--- config.mk ---
export PLATFORM = sky130hd
export DESIGN_NAME = ahb_to_apb_bridge_flat
export DESIGN_NICKNAME = d
export VERILOG_FILES = /design/src/rtl/ahb_to_apb_bridge_pkg.sv /design/src/rtl/ahb_to_apb_bridge_if.sv /design/src/rtl/ahb_to_apb_bridge_decoder.sv /design/src/rtl/ahb_to_apb_bridge.sv /design/src/flat_wrapper.sv
export SDC_FILE = /design/constraint.sdc
export NUM_CORES = 1
export LEC_CHECK = 0
export CORE_MARGIN = 2
export CORE_UTILIZATION = 34
export CTS_BUF_LIST = sky130_fd_sc_hd__clkbuf_4 sky130_fd_sc_hd__clkbuf_8 sky130_fd_sc_hd__clkbuf_16
export DETAILED_ROUTE_END_ITERATION = 6
export PLACE_DENSITY = 0.77
export SLEW_MARGIN = 10
export SYNTH_ARGS = -nofsm -noshare
export SYNTH_HDL_FRONTEND = slang
export SYNTH_SLANG_ARGS = --single-unit
--- constraint.sdc ---
create_clock -name pclk -period 2.5 [get_ports pclk]
set_input_delay 0.75 -clock pclk [delete_from_list [all_inputs] [get_ports pclk]]
set_output_delay 0.75 -clock pclk [all_outputs]
set_load 0.01 [all_outputs]
--- src/rtl/ahb_to_apb_bridge_pkg.sv ---
// Shared types and constants for the AHB-Lite to APB bridge.
// Holds the bridge state enum, AHB encodings and the size/strobe helpers.
// No ports; imported by the bridge top and the slot decoder.
package ahb_apb_pkg;

  typedef enum logic [2:0] {
    ST_IDLE,
    ST_LATCH,
    ST_SETUP,
    ST_ACCESS,
    ST_ERR1,
    ST_ERR2
  } state_e;

  localparam logic [1:0] HTRANS_IDLE   = 2'b00;
  localparam logic [1:0] HTRANS_BUSY   = 2'b01;
  localparam logic [1:0] HTRANS_NONSEQ = 2'b10;
  localparam logic [1:0] HTRANS_SEQ    = 2'b11;

  localparam logic [2:0] HSIZE_BYTE = 3'd0;
  localparam logic [2:0] HSIZE_HALF = 3'd1;
  localparam logic [2:0] HSIZE_WORD = 3'd2;

  localparam logic HRESP_OKAY  = 1'b0;
  localparam logic HRESP_ERROR = 1'b1;

  // Only byte/half/word are reachable on a 32-bit APB; halfwords and words
  // must be naturally aligned.
  function automatic logic size_ok(input logic [2:0] hsize, input logic [1:0] lsb);
    case (hsize)
      HSIZE_BYTE: size_ok = 1'b1;
      HSIZE_HALF: size_ok = ~lsb[0];
      HSIZE_WORD: size_ok = (lsb == 2'b00);
      default:    size_ok = 1'b0;
    endcase
  endfunction

  function automatic logic [3:0] wr_strb(input logic [2:0] hsize, input logic [1:0] lsb);
    case (hsize)
      HSIZE_BYTE: wr_strb = 4'b0001 << lsb;
      HSIZE_HALF: wr_strb = 4'b0011 << {lsb[1], 1'b0};
      HSIZE_WORD: wr_strb = 4'b1111;
      default:    wr_strb = 4'b0000;
    endcase
  endfunction

endpackage

--- src/rtl/ahb_to_apb_bridge_if.sv ---
// Bus bundle between the AHB-Lite interconnect, the bridge and the APB slots.
// slave modport: the bridge view (AHB slave inputs, APB master outputs).
// master modport: the surrounding fabric view (drives AHB, models APB slots).
interface ahb_to_apb_bridge_if #(
  parameter int ADDR_WIDTH = 32,
  parameter int DATA_WIDTH = 32,
  parameter int NUM_SLAVES = 4
);
  logic                             hsel;
  logic [ADDR_WIDTH-1:0]            haddr;
  logic [1:0]                       htrans;
  logic                             hwrite;
  logic [2:0]                       hsize;
  logic [DATA_WIDTH-1:0]            hwdata;
  logic                             hready;
  logic                             hreadyout;
  logic                             hresp;
  logic [DATA_WIDTH-1:0]            hrdata;
  logic [ADDR_WIDTH-1:0]            paddr;
  logic [NUM_SLAVES-1:0]            psel;
  logic                             penable;
  logic                             pwrite;
  logic [DATA_WIDTH-1:0]            pwdata;
  logic [3:0]                       pstrb;
  logic [NUM_SLAVES*DATA_WIDTH-1:0] prdata;
  logic [NUM_SLAVES-1:0]            pready;
  logic [NUM_SLAVES-1:0]            pslverr;

  modport slave (
    input  hsel, haddr, htrans, hwrite, hsize, hwdata, hready,
    output hreadyout, hresp, hrdata,
    output paddr, psel, penable, pwrite, pwdata, pstrb,
    input  prdata, pready, pslverr
  );

  modport master (
    output hsel, haddr, htrans, hwrite, hsize, hwdata, hready,
    input  hreadyout, hresp, hrdata,
    input  paddr, psel, penable, pwrite, pwdata, pstrb,
    output prdata, pready, pslverr
  );
endinterface

--- src/rtl/ahb_to_apb_bridge_decoder.sv ---
// Combinational APB slot decoder: maps an AHB address onto one of NUM_SLAVES slots.
// In: haddr. Out: slot_idx (binary), hit (address inside the window), slot_sel (one-hot, 0 on miss).
// Window is BASE_ADDR .. BASE_ADDR + NUM_SLAVES * 2**SLOT_LOG2 - 1.
module apb_slot_decoder
  import ahb_apb_pkg::*;
#(
  parameter int                    ADDR_WIDTH = 32,
  parameter int                    NUM_SLAVES = 4,
  parameter logic [ADDR_WIDTH-1:0] BASE_ADDR  = 32'h4000_0000,
  parameter int                    SLOT_LOG2  = 12,
  parameter int                    IDX_W      = (NUM_SLAVES > 1) ? $clog2(NUM_SLAVES) : 1
) (
  input  logic [ADDR_WIDTH-1:0] haddr,
  output logic [IDX_W-1:0]      slot_idx,
  output logic                  hit,
  output logic [NUM_SLAVES-1:0] slot_sel
);

  // One extra bit so the upper bound cannot wrap at the top of the map.
  localparam int                  AW1  = ADDR_WIDTH + 1;
  localparam logic [ADDR_WIDTH:0] LO   = {1'b0, BASE_ADDR};
  localparam logic [ADDR_WIDTH:0] SPAN = AW1'(NUM_SLAVES) << SLOT_LOG2;
  localparam logic [ADDR_WIDTH:0] HI   = LO + SPAN;

  always_comb begin
    hit      = ({1'b0, haddr} >= LO) && ({1'b0, haddr} < HI);
    slot_idx = haddr[SLOT_LOG2 +: IDX_W];
    slot_sel = '0;
    if (hit) slot_sel[slot_idx] = 1'b1;
  end

endmodule

--- src/rtl/ahb_to_apb_bridge.sv ---
// AHB-Lite slave to APB master bridge: one APB SETUP/ACCESS per AHB single transfer.
// Ports: pclk, presetn (async active-low), bus (slave modport: AHB side in, APB side out).
// Latency: read 3, write 4 cycles address phase to hreadyout, plus APB waits; errors are 2-cycle.
module ahb_to_apb_bridge
  import ahb_apb_pkg::*;
#(
  parameter int                    ADDR_WIDTH = 32,
  parameter int                    DATA_WIDTH = 32,
  parameter int                    NUM_SLAVES = 4,
  parameter logic [ADDR_WIDTH-1:0] BASE_ADDR  = 32'h4000_0000,
  parameter int                    SLOT_LOG2  = 12,
  parameter int                    TIMEOUT    = 0
) (
  input logic                pclk,
  input logic                presetn,
  ahb_to_apb_bridge_if.slave bus
);

  localparam int IDX_W = (NUM_SLAVES > 1) ? $clog2(NUM_SLAVES) : 1;
  localparam int CNT_W = (TIMEOUT > 1) ? $clog2(TIMEOUT) : 1;

  state_e                state_q, state_d;
  logic                  hreadyout_q, hreadyout_d;
  logic                  hresp_q, hresp_d;
  logic [DATA_WIDTH-1:0] hrdata_q, hrdata_d;
  logic [ADDR_WIDTH-1:0] paddr_q, paddr_d;
  logic [NUM_SLAVES-1:0] psel_q, psel_d;
  logic                  penable_q, penable_d;
  logic                  pwrite_q, pwrite_d;
  logic [DATA_WIDTH-1:0] pwdata_q, pwdata_d;
  logic [3:0]            pstrb_q, pstrb_d;
  logic [IDX_W-1:0]      idx_q, idx_d;
  logic [NUM_SLAVES-1:0] sel_q, sel_d;   // select held across LATCH for writes
  logic [CNT_W-1:0]      cnt_q, cnt_d;   // ACCESS cycles already spent waiting

  logic [IDX_W-1:0]      dec_idx;
  logic                  dec_hit;
  logic [NUM_SLAVES-1:0] dec_sel;
  logic                  accept;
  logic                  xfer_ok;

  apb_slot_decoder #(
    .ADDR_WIDTH (ADDR_WIDTH),
    .NUM_SLAVES (NUM_SLAVES),
    .BASE_ADDR  (BASE_ADDR),
    .SLOT_LOG2  (SLOT_LOG2),
    .IDX_W      (IDX_W)
  ) u_dec (
    .haddr    (bus.haddr),
    .slot_idx (dec_idx),
    .hit      (dec_hit),
    .slot_sel (dec_sel)
  );

  always_comb begin
    accept  = bus.hsel && bus.htrans[1] && bus.hready;
    xfer_ok = dec_hit && size_ok(bus.hsize, bus.haddr[1:0]);

    state_d     = state_q;
    hreadyout_d = hreadyout_q;
    hresp_d     = hresp_q;
    hrdata_d    = hrdata_q;
    paddr_d     = paddr_q;
    psel_d      = psel_q;
    penable_d   = penable_q;
    pwrite_d    = pwrite_q;
    pwdata_d    = pwdata_q;
    pstrb_d     = pstrb_q;
    idx_d       = idx_q;
    sel_d       = sel_q;
    cnt_d       = cnt_q;

    case (state_q)
      // ERR2 is the second error cycle with hreadyout high, so a pipelined
      // address phase can land here and must be taken exactly like in IDLE.
      ST_IDLE, ST_ERR2: begin
        state_d     = ST_IDLE;
        hreadyout_d = 1'b1;
        hresp_d     = HRESP_OKAY;
        if (accept) begin
          hreadyout_d = 1'b0;
          if (!xfer_ok) begin
            state_d = ST_ERR1;
            hresp_d = HRESP_ERROR;
          end else begin
            paddr_d  = bus.haddr;
            pwrite_d = bus.hwrite;
            pstrb_d  = bus.hwrite ? wr_strb(bus.hsize, bus.haddr[1:0]) : 4'b0000;
            idx_d    = dec_idx;
            sel_d    = dec_sel;
            if (bus.hwrite) begin
              state_d = ST_LATCH;
            end else begin
              state_d = ST_SETUP;
              psel_d  = dec_sel;
            end
          end
        end
      end
      // hwdata belongs to the data phase, one cycle after the address.
      ST_LATCH: begin
        pwdata_d = bus.hwdata;
        psel_d   = sel_q;
        state_d  = ST_SETUP;
      end
      ST_SETUP: begin
        penable_d = 1'b1;
        cnt_d     = '0;
        state_d   = ST_ACCESS;
      end
      ST_ACCESS: begin
        if (bus.pready[idx_q]) begin
          psel_d    = '0;
          penable_d = 1'b0;
          if (bus.pslverr[idx_q]) begin
            state_d = ST_ERR1;
            hresp_d = HRESP_ERROR;
          end else begin
            state_d     = ST_IDLE;
            hreadyout_d = 1'b1;
            hresp_d     = HRESP_OKAY;
            if (!pwrite_q) hrdata_d = bus.prdata[idx_q*DATA_WIDTH +: DATA_WIDTH];
          end
        end else if (TIMEOUT != 0 && int'(cnt_q) == TIMEOUT - 1) begin
          psel_d    = '0;
          penable_d = 1'b0;
          state_d   = ST_ERR1;
          hresp_d   = HRESP_ERROR;
        end else begin
          cnt_d = cnt_q + CNT_W'(1);
        end
      end
      ST_ERR1: begin
        hresp_d     = HRESP_ERROR;
        hreadyout_d = 1'b1;
        state_d     = ST_ERR2;
      end
      default: state_d = ST_IDLE;
    endcase
  end

  always_ff @(posedge pclk or negedge presetn) begin
    if (!presetn) begin
      state_q     <= ST_IDLE;
      hreadyout_q <= 1'b1;
      hresp_q     <= HRESP_OKAY;
      hrdata_q    <= '0;
      paddr_q     <= '0;
      psel_q      <= '0;
      penable_q   <= 1'b0;
      pwrite_q    <= 1'b0;
      pwdata_q    <= '0;
      pstrb_q     <= '0;
      idx_q       <= '0;
      sel_q       <= '0;
      cnt_q       <= '0;
    end else begin
      state_q     <= state_d;
      hreadyout_q <= hreadyout_d;
      hresp_q     <= hresp_d;
      hrdata_q    <= hrdata_d;
      paddr_q     <= paddr_d;
      psel_q      <= psel_d;
      penable_q   <= penable_d;
      pwrite_q    <= pwrite_d;
      pwdata_q    <= pwdata_d;
      pstrb_q     <= pstrb_d;
      idx_q       <= idx_d;
      sel_q       <= sel_d;
      cnt_q       <= cnt_d;
    end
  end

  assign bus.hreadyout = hreadyout_q;
  assign bus.hresp     = hresp_q;
  assign bus.hrdata    = hrdata_q;
  assign bus.paddr     = paddr_q;
  assign bus.psel      = psel_q;
  assign bus.penable   = penable_q;
  assign bus.pwrite    = pwrite_q;
  assign bus.pwdata    = pwdata_q;
  assign bus.pstrb     = pstrb_q;

endmodule

--- src/flat_wrapper.sv ---
// flat-port wrapper written by rule: the top's interface ports become plain ports
module ahb_to_apb_bridge_flat import ahb_apb_pkg::*;
#(
  parameter int                    ADDR_WIDTH = 32,
  parameter int                    DATA_WIDTH = 32,
  parameter int                    NUM_SLAVES = 4,
  parameter logic [ADDR_WIDTH-1:0] BASE_ADDR  = 32'h4000_0000,
  parameter int                    SLOT_LOG2  = 12,
  parameter int                    TIMEOUT    = 0
)
  (pclk, presetn, bus_hsel, bus_haddr, bus_htrans, bus_hwrite, bus_hsize, bus_hwdata, bus_hready, bus_hreadyout, bus_hresp, bus_hrdata, bus_paddr, bus_psel, bus_penable, bus_pwrite, bus_pwdata, bus_pstrb, bus_prdata, bus_pready, bus_pslverr);
  ahb_to_apb_bridge_if #(.ADDR_WIDTH(ADDR_WIDTH), .DATA_WIDTH(DATA_WIDTH), .NUM_SLAVES(NUM_SLAVES)) bus_i ();
  input logic pclk;
  input logic presetn;
  input wire logic [$bits(bus_i.hsel)-1:0] bus_hsel;
  input wire logic [$bits(bus_i.haddr)-1:0] bus_haddr;
  input wire logic [$bits(bus_i.htrans)-1:0] bus_htrans;
  input wire logic [$bits(bus_i.hwrite)-1:0] bus_hwrite;
  input wire logic [$bits(bus_i.hsize)-1:0] bus_hsize;
  input wire logic [$bits(bus_i.hwdata)-1:0] bus_hwdata;
  input wire logic [$bits(bus_i.hready)-1:0] bus_hready;
  output wire logic [$bits(bus_i.hreadyout)-1:0] bus_hreadyout;
  output wire logic [$bits(bus_i.hresp)-1:0] bus_hresp;
  output wire logic [$bits(bus_i.hrdata)-1:0] bus_hrdata;
  output wire logic [$bits(bus_i.paddr)-1:0] bus_paddr;
  output wire logic [$bits(bus_i.psel)-1:0] bus_psel;
  output wire logic [$bits(bus_i.penable)-1:0] bus_penable;
  output wire logic [$bits(bus_i.pwrite)-1:0] bus_pwrite;
  output wire logic [$bits(bus_i.pwdata)-1:0] bus_pwdata;
  output wire logic [$bits(bus_i.pstrb)-1:0] bus_pstrb;
  input wire logic [$bits(bus_i.prdata)-1:0] bus_prdata;
  input wire logic [$bits(bus_i.pready)-1:0] bus_pready;
  input wire logic [$bits(bus_i.pslverr)-1:0] bus_pslverr;
  assign bus_i.hsel = bus_hsel;
  assign bus_i.haddr = bus_haddr;
  assign bus_i.htrans = bus_htrans;
  assign bus_i.hwrite = bus_hwrite;
  assign bus_i.hsize = bus_hsize;
  assign bus_i.hwdata = bus_hwdata;
  assign bus_i.hready = bus_hready;
  assign bus_hreadyout = bus_i.hreadyout;
  assign bus_hresp = bus_i.hresp;
  assign bus_hrdata = bus_i.hrdata;
  assign bus_paddr = bus_i.paddr;
  assign bus_psel = bus_i.psel;
  assign bus_penable = bus_i.penable;
  assign bus_pwrite = bus_i.pwrite;
  assign bus_pwdata = bus_i.pwdata;
  assign bus_pstrb = bus_i.pstrb;
  assign bus_i.prdata = bus_prdata;
  assign bus_i.pready = bus_pready;
  assign bus_i.pslverr = bus_pslverr;
  ahb_to_apb_bridge #(.ADDR_WIDTH(ADDR_WIDTH), .DATA_WIDTH(DATA_WIDTH), .NUM_SLAVES(NUM_SLAVES), .BASE_ADDR(BASE_ADDR), .SLOT_LOG2(SLOT_LOG2), .TIMEOUT(TIMEOUT)) u_core (.pclk(pclk), .presetn(presetn), .bus(bus_i));
endmodule
After elaboration in Yosys (flattened, before gate mapping)
Cells that the tools add are included.
{"block": "word_totals", "wordCells": 85, "ff_bits": 117}
{"block": "op_classes", "bitwise": 3, "n_lt_le_gt_ge": 5, "eq_ne": 12, "shift": 3, "n_reduce_logical": 18, "mux": 32}
{"cell": "128-bit by 8-bit variable part select with 32-bit output", "count": 1}
{"cell": "32-bit by 31-bit greater-or-equal comparator with 1-bit output (second input constant)", "count": 1}
{"cell": "32-bit by 31-bit less-than comparator with 1-bit output (second input constant)", "count": 1}
{"cell": "4-bit two-way mux", "count": 6}
{"cell": "4-bit case mux with 3 select lines", "count": 2}
{"cell": "3-bit case mux with 5 select lines", "count": 1}
{"cell": "3-bit two-way mux", "count": 4}
{"cell": "1-bit two-way mux", "count": 11}
{"cell": "3-bit by 2-bit equality test with 1-bit output (second input constant)", "count": 3}
{"cell": "1-bit case mux with 3 select lines", "count": 3}
{"cell": "3-bit by 1-bit equality test with 1-bit output (second input constant)", "count": 2}
{"cell": "3-bit equality test (second input constant)", "count": 2}
{"cell": "3-bit zero test", "count": 2}
{"cell": "2-bit by 3-bit less-than comparator with 1-bit output (second input constant)", "count": 2}
{"cell": "2-bit by 1-bit inequality test with 1-bit output (second input constant)", "count": 3}
{"cell": "3-bit AND reduction", "count": 2}
{"cell": "3-bit nonzero test", "count": 2}
{"cell": "1-bit logical AND", "count": 5}
{"cell": "5-bit AND reduction", "count": 1}
{"cell": "1-bit binary-select mux with 2-bit select", "count": 2}
{"cell": "2-bit inequality test (second input constant)", "count": 2}
{"cell": "2-bit AND reduction", "count": 2}
{"cell": "4-bit AND reduction", "count": 1}
{"cell": "1-bit by 2-bit left shift with 4-bit output (first input constant)", "count": 1}
{"cell": "9 further kinds", "count": 11}

Logic depth before layout (Yosys ltp)
Gate-level depths: netlist of run 1.
{"block": "depth", "word_depth": 9, "ltp_mapped": 8, "depth_no_buf": 5}

Hierarchy
A second synthesis of run 1 with hierarchy kept.
{"block": "unflattened", "hier_cells": 361, "hier_area_um2": 5708.0}
{"module": "ahb_to_apb_bridge", "seq_area_each_um2": 2929.1, "instances": 1, "cells_each": 345, "area_each_um2": 5591.6}
{"module": "apb_slot_decoder", "seq_area_each_um2": 0.0, "instances": 1, "cells_each": 16, "area_each_um2": 116.4}

Worst setup path after synthesis of run 1
OpenSTA, ideal clock, no wires.
{"block": "synth_path", "path_type": "input to register", "start": "input bus_haddr[21]", "end": "register u_core.psel_q[0] (netlist: u_core.bus.psel[0])", "cell_stages": 6, "arrival_time_ps": 2540, "setup_time_ps": 128, "slack_ps": -168, "cell_sequence": "or4_1 -> nand3b_1 -> or4_4 -> buf_6 -> o21ai_2 -> mux2_1"}
{"block": "synth_via", "elab_chain_cells": 7}
{"item": "from (decl)", "line": "flat_wrapper.sv:16", "text": "input wire logic [$bits(bus_i.haddr)-1:0] bus_haddr;"}
{"item": "32-bit by 31-bit greater-or-equal comparator with 1-bit output / 32-bit by 31-bit less-than comparator with 1-bit output (equally long branches)", "line": "ahb_to_apb_bridge_decoder.sv:26", "text": "hit = ({1'b0, haddr} >= LO) && ({1'b0, haddr} < HI);"}
{"item": "1-bit logical AND (*)", "line": "ahb_to_apb_bridge_decoder.sv:26"}
{"item": "4-bit two-way mux", "line": "ahb_to_apb_bridge_decoder.sv:29", "text": "if (hit) slot_sel[slot_idx] = 1'b1;"}
{"item": "4-bit two-way mux", "line": "ahb_to_apb_bridge.sv:91", "text": "if (bus.hwrite) begin"}
{"item": "4-bit two-way mux", "line": "ahb_to_apb_bridge.sv:82", "text": "if (!xfer_ok) begin"}
{"item": "4-bit two-way mux", "line": "ahb_to_apb_bridge.sv:80", "text": "if (accept) begin"}
{"item": "4-bit case mux with 3 select lines", "line": "ahb_to_apb_bridge.sv:73", "text": "case (state_q)"}
{"item": "to (signal assigned)", "line": "ahb_to_apb_bridge.sv:163", "text": "psel_q <= psel_d;"}
{"item": "to (decl)", "line": "ahb_to_apb_bridge.sv:27", "text": "logic [NUM_SLAVES-1:0] psel_q, psel_d;"}
Mark *: on every way between the ends. The rest lies on a longest branch, timed or not. The select of a mux whose other input is x is not followed.
A chain may end at the register's enable or synchronous reset.

Worst setup path in the final report of run 1
{"block": "layout_path", "start": "input bus_haddr[31]", "end": "register u_core.psel_q[1] (netlist: u_core.bus.psel[1])"}
Same word-level chain as after synthesis.

==> results.ini, run 1 <==
[synth]
synth_area_mm2 = 0.00531
netlist_top_cells_area = dfrtp_1 54%, mux4_2 14%, mux2_2 14%
async_reset_ff_share_pct = 100
syn-num-nets = 565
ys_warn_count = 0
syn_inst = 355
ys_ff_latch = 115
yosysSeqAreaShare_pct = 54.2
syn_avg_cell_area_um2 = 15.0
yosysTopAreaCellShare_pct = 53.7
synth_area_leader_cell = dfrtp_1
synth-main-ff-cell = dfrtp_1
ys_types = 41
synth_edf_count = 0

[layout]
fillCellCount = 1169
final-seq-area_mm2 = 0.00288
final_util_pct = 63.1
multi_input_area_mm2 = 0.00240
layout-drive-gt1-share_pct = 28.1
final_nets = 912
stdcell_count = 927
area_growth_pct = 81.2

[global_routing]
overflow = 0
grt_first_pass_wirelength_um = 25700
first_global_vias = 4866
grt_use_total_pct = 20.6
grt_max_degree = 69
antenna_found_initial = 3

[power]
switching_share_pct = 26.8
pwr-share-seq_pct = 33.4
ir_worst_vdd_v = 0.000431
powerDensity_mw_per_mm2 = 860
pwr-share-comb_pct = 36.2
p_int_uw = 6060
p_sw_uw = 2220
clockPowerShare_pct = 30.4
total_leakage_power_uw = 0.00398

[sta]
setup_tns_ns = 0
fin_crit_ns = 2.45
slew_headroom_pct = 71.6
slew_viol_final = 0
tightestPinTransition_ns = 0.426
post-route-period-util_pct = 97.8
finalClockSkew_ns = 0.0105
max_freq_ghz = 0.409
hold_viol = 0
setup_viol = 0

[run]
drv_cap = 0

[drt]
dr_wl_met2_um = 8960
dr_wl_met3_um = 1310
ant_nets = 0
drcViolationCount = 0
finalWirelength_um = 17400
wl_met1_um = 6610
wire_per_inst_um = 18.7
first_pass_iters = 4
vias = 4460
top_layer_used = met5
vias_per_cell = 4.81
drtIter0Drc = 161

[setup_path]
reg2reg_to = u_core.bus.psel[1]
worst-setup-path-type = in -> reg
r2r_cells = 5
r2r-start = u_core.state_q[2]
cp_data_required_time_ns = 2.80
crit_path_start_kind = input port
cp_max_fo = 4
endpoint_kind = flop
reg2reg_slack_ns = 0.20
cp.arrival_ns = 2.74

[cts]
cts-root-buf = clkbuf_16
clk_pin_slew_worst_paths_ns = 0.05
htreeDepth = 4
cts_sinks = 115
cts_buffer_depth = 2
cts_tree = done
insertion_delay_ns = 0.42
cts_buffers = 17

[placement]
place_congestion = 0.857
placed_cells = 891
hpwlAfterDp_um = 13500
io_buffers = 316

[floorplan]
fp.dieW_um = 129
start_util_pct = 34.8
core_area_mm2 = 0.0153
rows = 45
die_area_mm2 = 0.0166
die_y_um = 129
ioPinCount = 318

[hold_path]
hold_class = in -> async

[outcome]
status = finished, final reports clean

-- cells in the final DEF (no fill, tap or decap), types with 8 or more instances in the layout --
master | synthesis | routed
and2_1 | 19 | 19
buf_4 | 0 | 33
clkbuf_16 | 0 | 17
clkdlybuf4s50_1 | 0 | 308
dfrtp_1 | 114 | 113
mux2_2 | 67 | 67
mux2_4 | 10 | 14
mux4_2 | 34 | 34
nand2_1 | 15 | 15
nor2_1 | 8 | 8
o21ai_0 | 12 | 12
-- area by class of cell --
class / instances / area share, %
multi-input combinational: 214 / 24.9
clock buffer: 23 / 5.15
sequential: 115 / 29.9
timing repair buffer: 350 / 35.7
tap: 211 / 2.74
clock inverter: 9 / 1.31
antenna: 1 / 0.0260
inverter: 4 / 0.156
-- timing repair --
item                                    in CTS  in global routing
endpoints found under the setup margin      23                 37
resized for setup                           14                  8
cloned                                       0                  0
pin swaps                                    5                  5
setup buffers                                2                  1
hold buffers                                 0                  0
-- state kept, by name, summed over array words and instances (netlist names) --
signal                cells
u_core.bus.hreadyout      1
u_core.state_q            3
u_core.bus.psel           4
u_core.bus.pstrb          4
u_core.bus.hresp          1
u_core.bus.hrdata        32
u_core.bus.penable        1
u_core.sel_q              4
u_core.bus.pwdata        32
u_core.bus.paddr         32
u_core.bus.pwrite         1
-- synthesized netlist by cell type, drive strengths merged (2+ instances only) --
cell,number
or4,3
nand3,2
a31oi,2
mux4,34
nor2,8
nor3,2
nand2b,2
mux2,81
clkbuf,12
dfrtp,114
nor2b,6
nor4,2
o21ai,13
o41ai,4
buf,10
and2,19
a21oi,4
nand2,15
inv,4
a32o,4
-- power groups by stage --
stage,sequential [µW],clock [µW],combinational [µW]
2_1_floorplan,3030,0,952
3_3_place_gp,2760,0,2940
3_5_place_dp,2800,0,3010
4_1_cts,2770,2570,3030
5_1_grt,2830,2660,3190
6_report,2770,2520,3000
-- metrics by stage --
step / cell area, µm² / hold slack [ns] / total power (µW) / worst slack, ns
2_1_floorplan: 5320 / 0.444 / 3980 / -0.102
3_3_place_gp: 8900 / 0.455 / 5700 / -0.528
3_5_place_dp: 8900 / 0.463 / 5810 / -0.592
4_1_cts: 9580 / 0.203 / 8370 / 0.000298
5_1_grt: 9630 / 0.217 / 8680 / -0.0198
6_report: 9630 / 0.210 / 8280 / 0.0541
-- cell families (layout without fill, tap and decap cells) --
| logic type | count (synthesis) | count (layout) | synth area share [%] |
|---|---|---|---|
| muxes | 115 | 115 | 32.3 |
| AOI/OAI and AO/OA | 33 | 33 | 4.22 |
| other | 0 | 1 | 0 |
| buffers and inverters | 26 | 386 | 2.35 |
| DFF | 115 | 115 | 54.2 |
| and+or+nand+nor | 66 | 66 | 6.95 |
-- per-layer routing --
layer / vias to the layer above / global-route usage [%]
li1: 2022 / -
met1: 2198 / 22.7
met2: 201 / 36.4
met3: 35 / 6.99
met4: 4 / 8.44
met5: - / 0
-- worst max path at each step --
stage                  startpoint                  end  slack (ns)
global route        bus_haddr[20]      u_core.sel_q[1]       -0.02
CTS                 bus_haddr[28]   u_core.bus.psel[1]      0.0003
detailed placement       bus_hsel   u_core.bus.psel[1]       -0.59
global placement         bus_hsel  u_core.bus.paddr[6]       -0.53
floorplan           bus_haddr[21]   u_core.bus.psel[0]       -0.10
finish              bus_haddr[31]   u_core.bus.psel[1]        0.05
-- critical path, stage by stage --
cell and delay [ns]:
clkdlybuf4s50_1 0.41, nor4b_2 0.33, nand2_1 0.10, or4_4 0.58, o21ai_4 0.24, mux2_4 0.33
No activity file was read; power rests on OpenSTA's default activity.
==> run 2: changes to the inputs <==
Settings changed: CORE_UTILIZATION 34 to 38, MAX_ROUTING_LAYER set to met4, PLACE_DENSITY 0.77 to 0.81.
Clock period 2.5 ns to 2.7 ns, I/O delays scaled along.
==> results.ini, run 2 (same netlist as run 1, synthesis figures left out) <==
[outcome]
status = finished, final reports clean

[cts]
cts-root-buf = clkbuf_16
ctsResizeCount = 0
cts_sinks = 115
cts_buffers = 17
cts_tree = done
htreeDepth = 4
cts_buffer_depth = 2
postCtsSetupBuffers = 0
clk_pin_slew_worst_paths_ns = 0.06
insertion_delay_ns = 0.41
cts-hold-fix-buffers = 0

[setup_path]
crit_path_start_kind = input port
crit_top_cell = or4_4
cp_slowest_stage_delay_ns = 0.50
cp_data_required_time_ns = 2.99
cp_max_fo = 4
path_cells = clkdlybuf4s50_1 -> nand3_2 -> or4_4 -> or4_4 -> o21ai_4 -> mux2_4
endpoint_kind = flop
cpMaxStageDelayCell = or4_4
r2r_cells = 5
worst-setup-path-type = in -> reg
cp.arrival_ns = 2.94

[hold_path]
hold_class = in -> async

[floorplan]
ioPinCount = 318
rows = 43
start_util_pct = 38.6
die_y_um = 122
core_area_mm2 = 0.0138
die_area_mm2 = 0.0149
fp.dieW_um = 122

[layout]
final_cell_mix = 312 x clkdlybuf4s50_1, 113 x dfrtp_1, 67 x mux2_2
final_cell_area_mm2 = 0.00945
mostFrequentLayoutCell = clkdlybuf4s50_1
antenna_cells = 0
area_growth_pct = 77.8
layout-drive-gt1-share_pct = 26.3
final_nets = 904
stdcell_count = 887

[power]
powerDensity_mw_per_mm2 = 788
ir_worst_vdd_v = 0.000404
p_int_uw = 5390
clockPowerShare_pct = 28.4
pwr-share-comb_pct = 37.2
switching_share_pct = 27.6
pwr-share-seq_pct = 34.4
p_total_uw = 7440
p_sw_uw = 2050
total_leakage_power_uw = 0.00391

[global_routing]
grt_max_degree = 58
overflow = 0
antenna_found_initial = 0
grt_use_total_pct = 23.5
first_global_vias = 4774
grt_first_pass_wirelength_um = 25700

[drt]
ant_nets = 0
wire_per_inst_um = 19.4
finalWirelength_um = 17200
drcViolationCount = 0
first_pass_iters = 4
vias_per_cell = 4.99
drtIter0Drc = 167
vias = 4425

[sta]
setup_tns_ns = 0
fin_crit_ns = 2.65
tightestPinTransition_ns = 0.450
max_freq_ghz = 0.378
slew_viol_final = 0
post-route-period-util_pct = 98.1
setup_slack_ns = 0.0510
setup_viol = 0
hold_viol = 0
finalClockSkew_ns = 0.0140
slew_headroom_pct = 70.0

[placement]
place_congestion = 0.854
io_buffers = 316
hpwlAfterDp_um = 13100
place_area_mm2 = 0.00884
placed_cells = 855
pre_cts_slack_ns = -0.413

[run]
drv_cap = 0

-- run 2: changes by cell type in the layout (fill, tap and decap cells not counted), moves of 2 or more --
cell	previous run	this run
clkinv_2	4	6
nor4_2	2	0
clkdlybuf4s50_1	308	312
bufinv_16	3	1
nor4_1	0	2
o41ai_2	3	1
o41ai_1	1	3
buf_4	33	24
dlygate4sd2_1	4	0
-- run 2: layout make-up --
| type | count | area [µm²] |
|---|---|---|
| timing repair buffer | 342 | 3400 |
| multi-input combinational | 214 | 2360 |
| fill | 975 | 4330 |
| clock inverter | 10 | 83.8 |
| inverter | 4 | 15.0 |
| tap | 180 | 225 |
| clock buffer | 22 | 482 |
| sequential | 115 | 2880 |
-- run 2: critical path, delay by kind of cell --
family | cells | cell delay (ns)
AO/OA/AOI/OAI | 1 | 0.26
buffers and inverters | 1 | 0.47
multiplexers | 1 | 0.32
AND/OR/NAND/NOR | 3 | 1.07
-- run 2: stage by stage --
step	util, %	hold slack [ns]
global route	68.6	0.302
floorplan	-	0.444
CTS	68.3	0.289
finish	68.6	0.293
global placement	64.2	0.457
detailed placement	64.2	0.466
-- run 2: final timing paths --
kind / from / endpoint / slack (ns)
max in group asynchronous: presetn / u_core.bus.pwdata[6] / 1.64
min in group pclk: u_core.bus.pstrb[3] / u_core.bus.pstrb[3] / 0.49
setup / recovery: bus_hready / u_core.bus.psel[0] / 0.05
hold reg to reg: u_core.bus.pstrb[3] / u_core.bus.pstrb[3] / 0.49
setup reg to reg: u_core.state_q[0] / u_core.bus.psel[0] / 0.39
hold / removal: presetn / u_core.bus.hresp / 0.29
-- run 2: power by group through the flow --
| stage | Clock (µW) | Combinational, µW | Sequential [µW] |
|---|---|---|---|
| floorplan | 0 | 882 | 2800 |
| global placement | 0 | 2720 | 2540 |
| detailed placement | 0 | 2780 | 2590 |
| CTS | 2150 | 2790 | 2560 |
| global route | 2230 | 2940 | 2620 |
| finish | 2110 | 2770 | 2560 |
-- run 2: metal layers --
| metal | up-vias | GRT usage, % | part of all wire, % |
|---|---|---|---|
| met5 | - | - | 0 |
| met4 | 0 | 10.6 | 3.2 |
| met3 | 37 | 6.83 | 8.1 |
| met2 | 222 | 39.4 | 52 |
| met1 | 2164 | 26.0 | 37 |
| li1 | 2002 | - | - |
==> run 3: changes to the inputs <==
Settings changed: CTS_CLUSTER_SIZE set to 10.
==> results of run 3 <==
The final DEF is identical to that of run 2; final timing and power are the same.
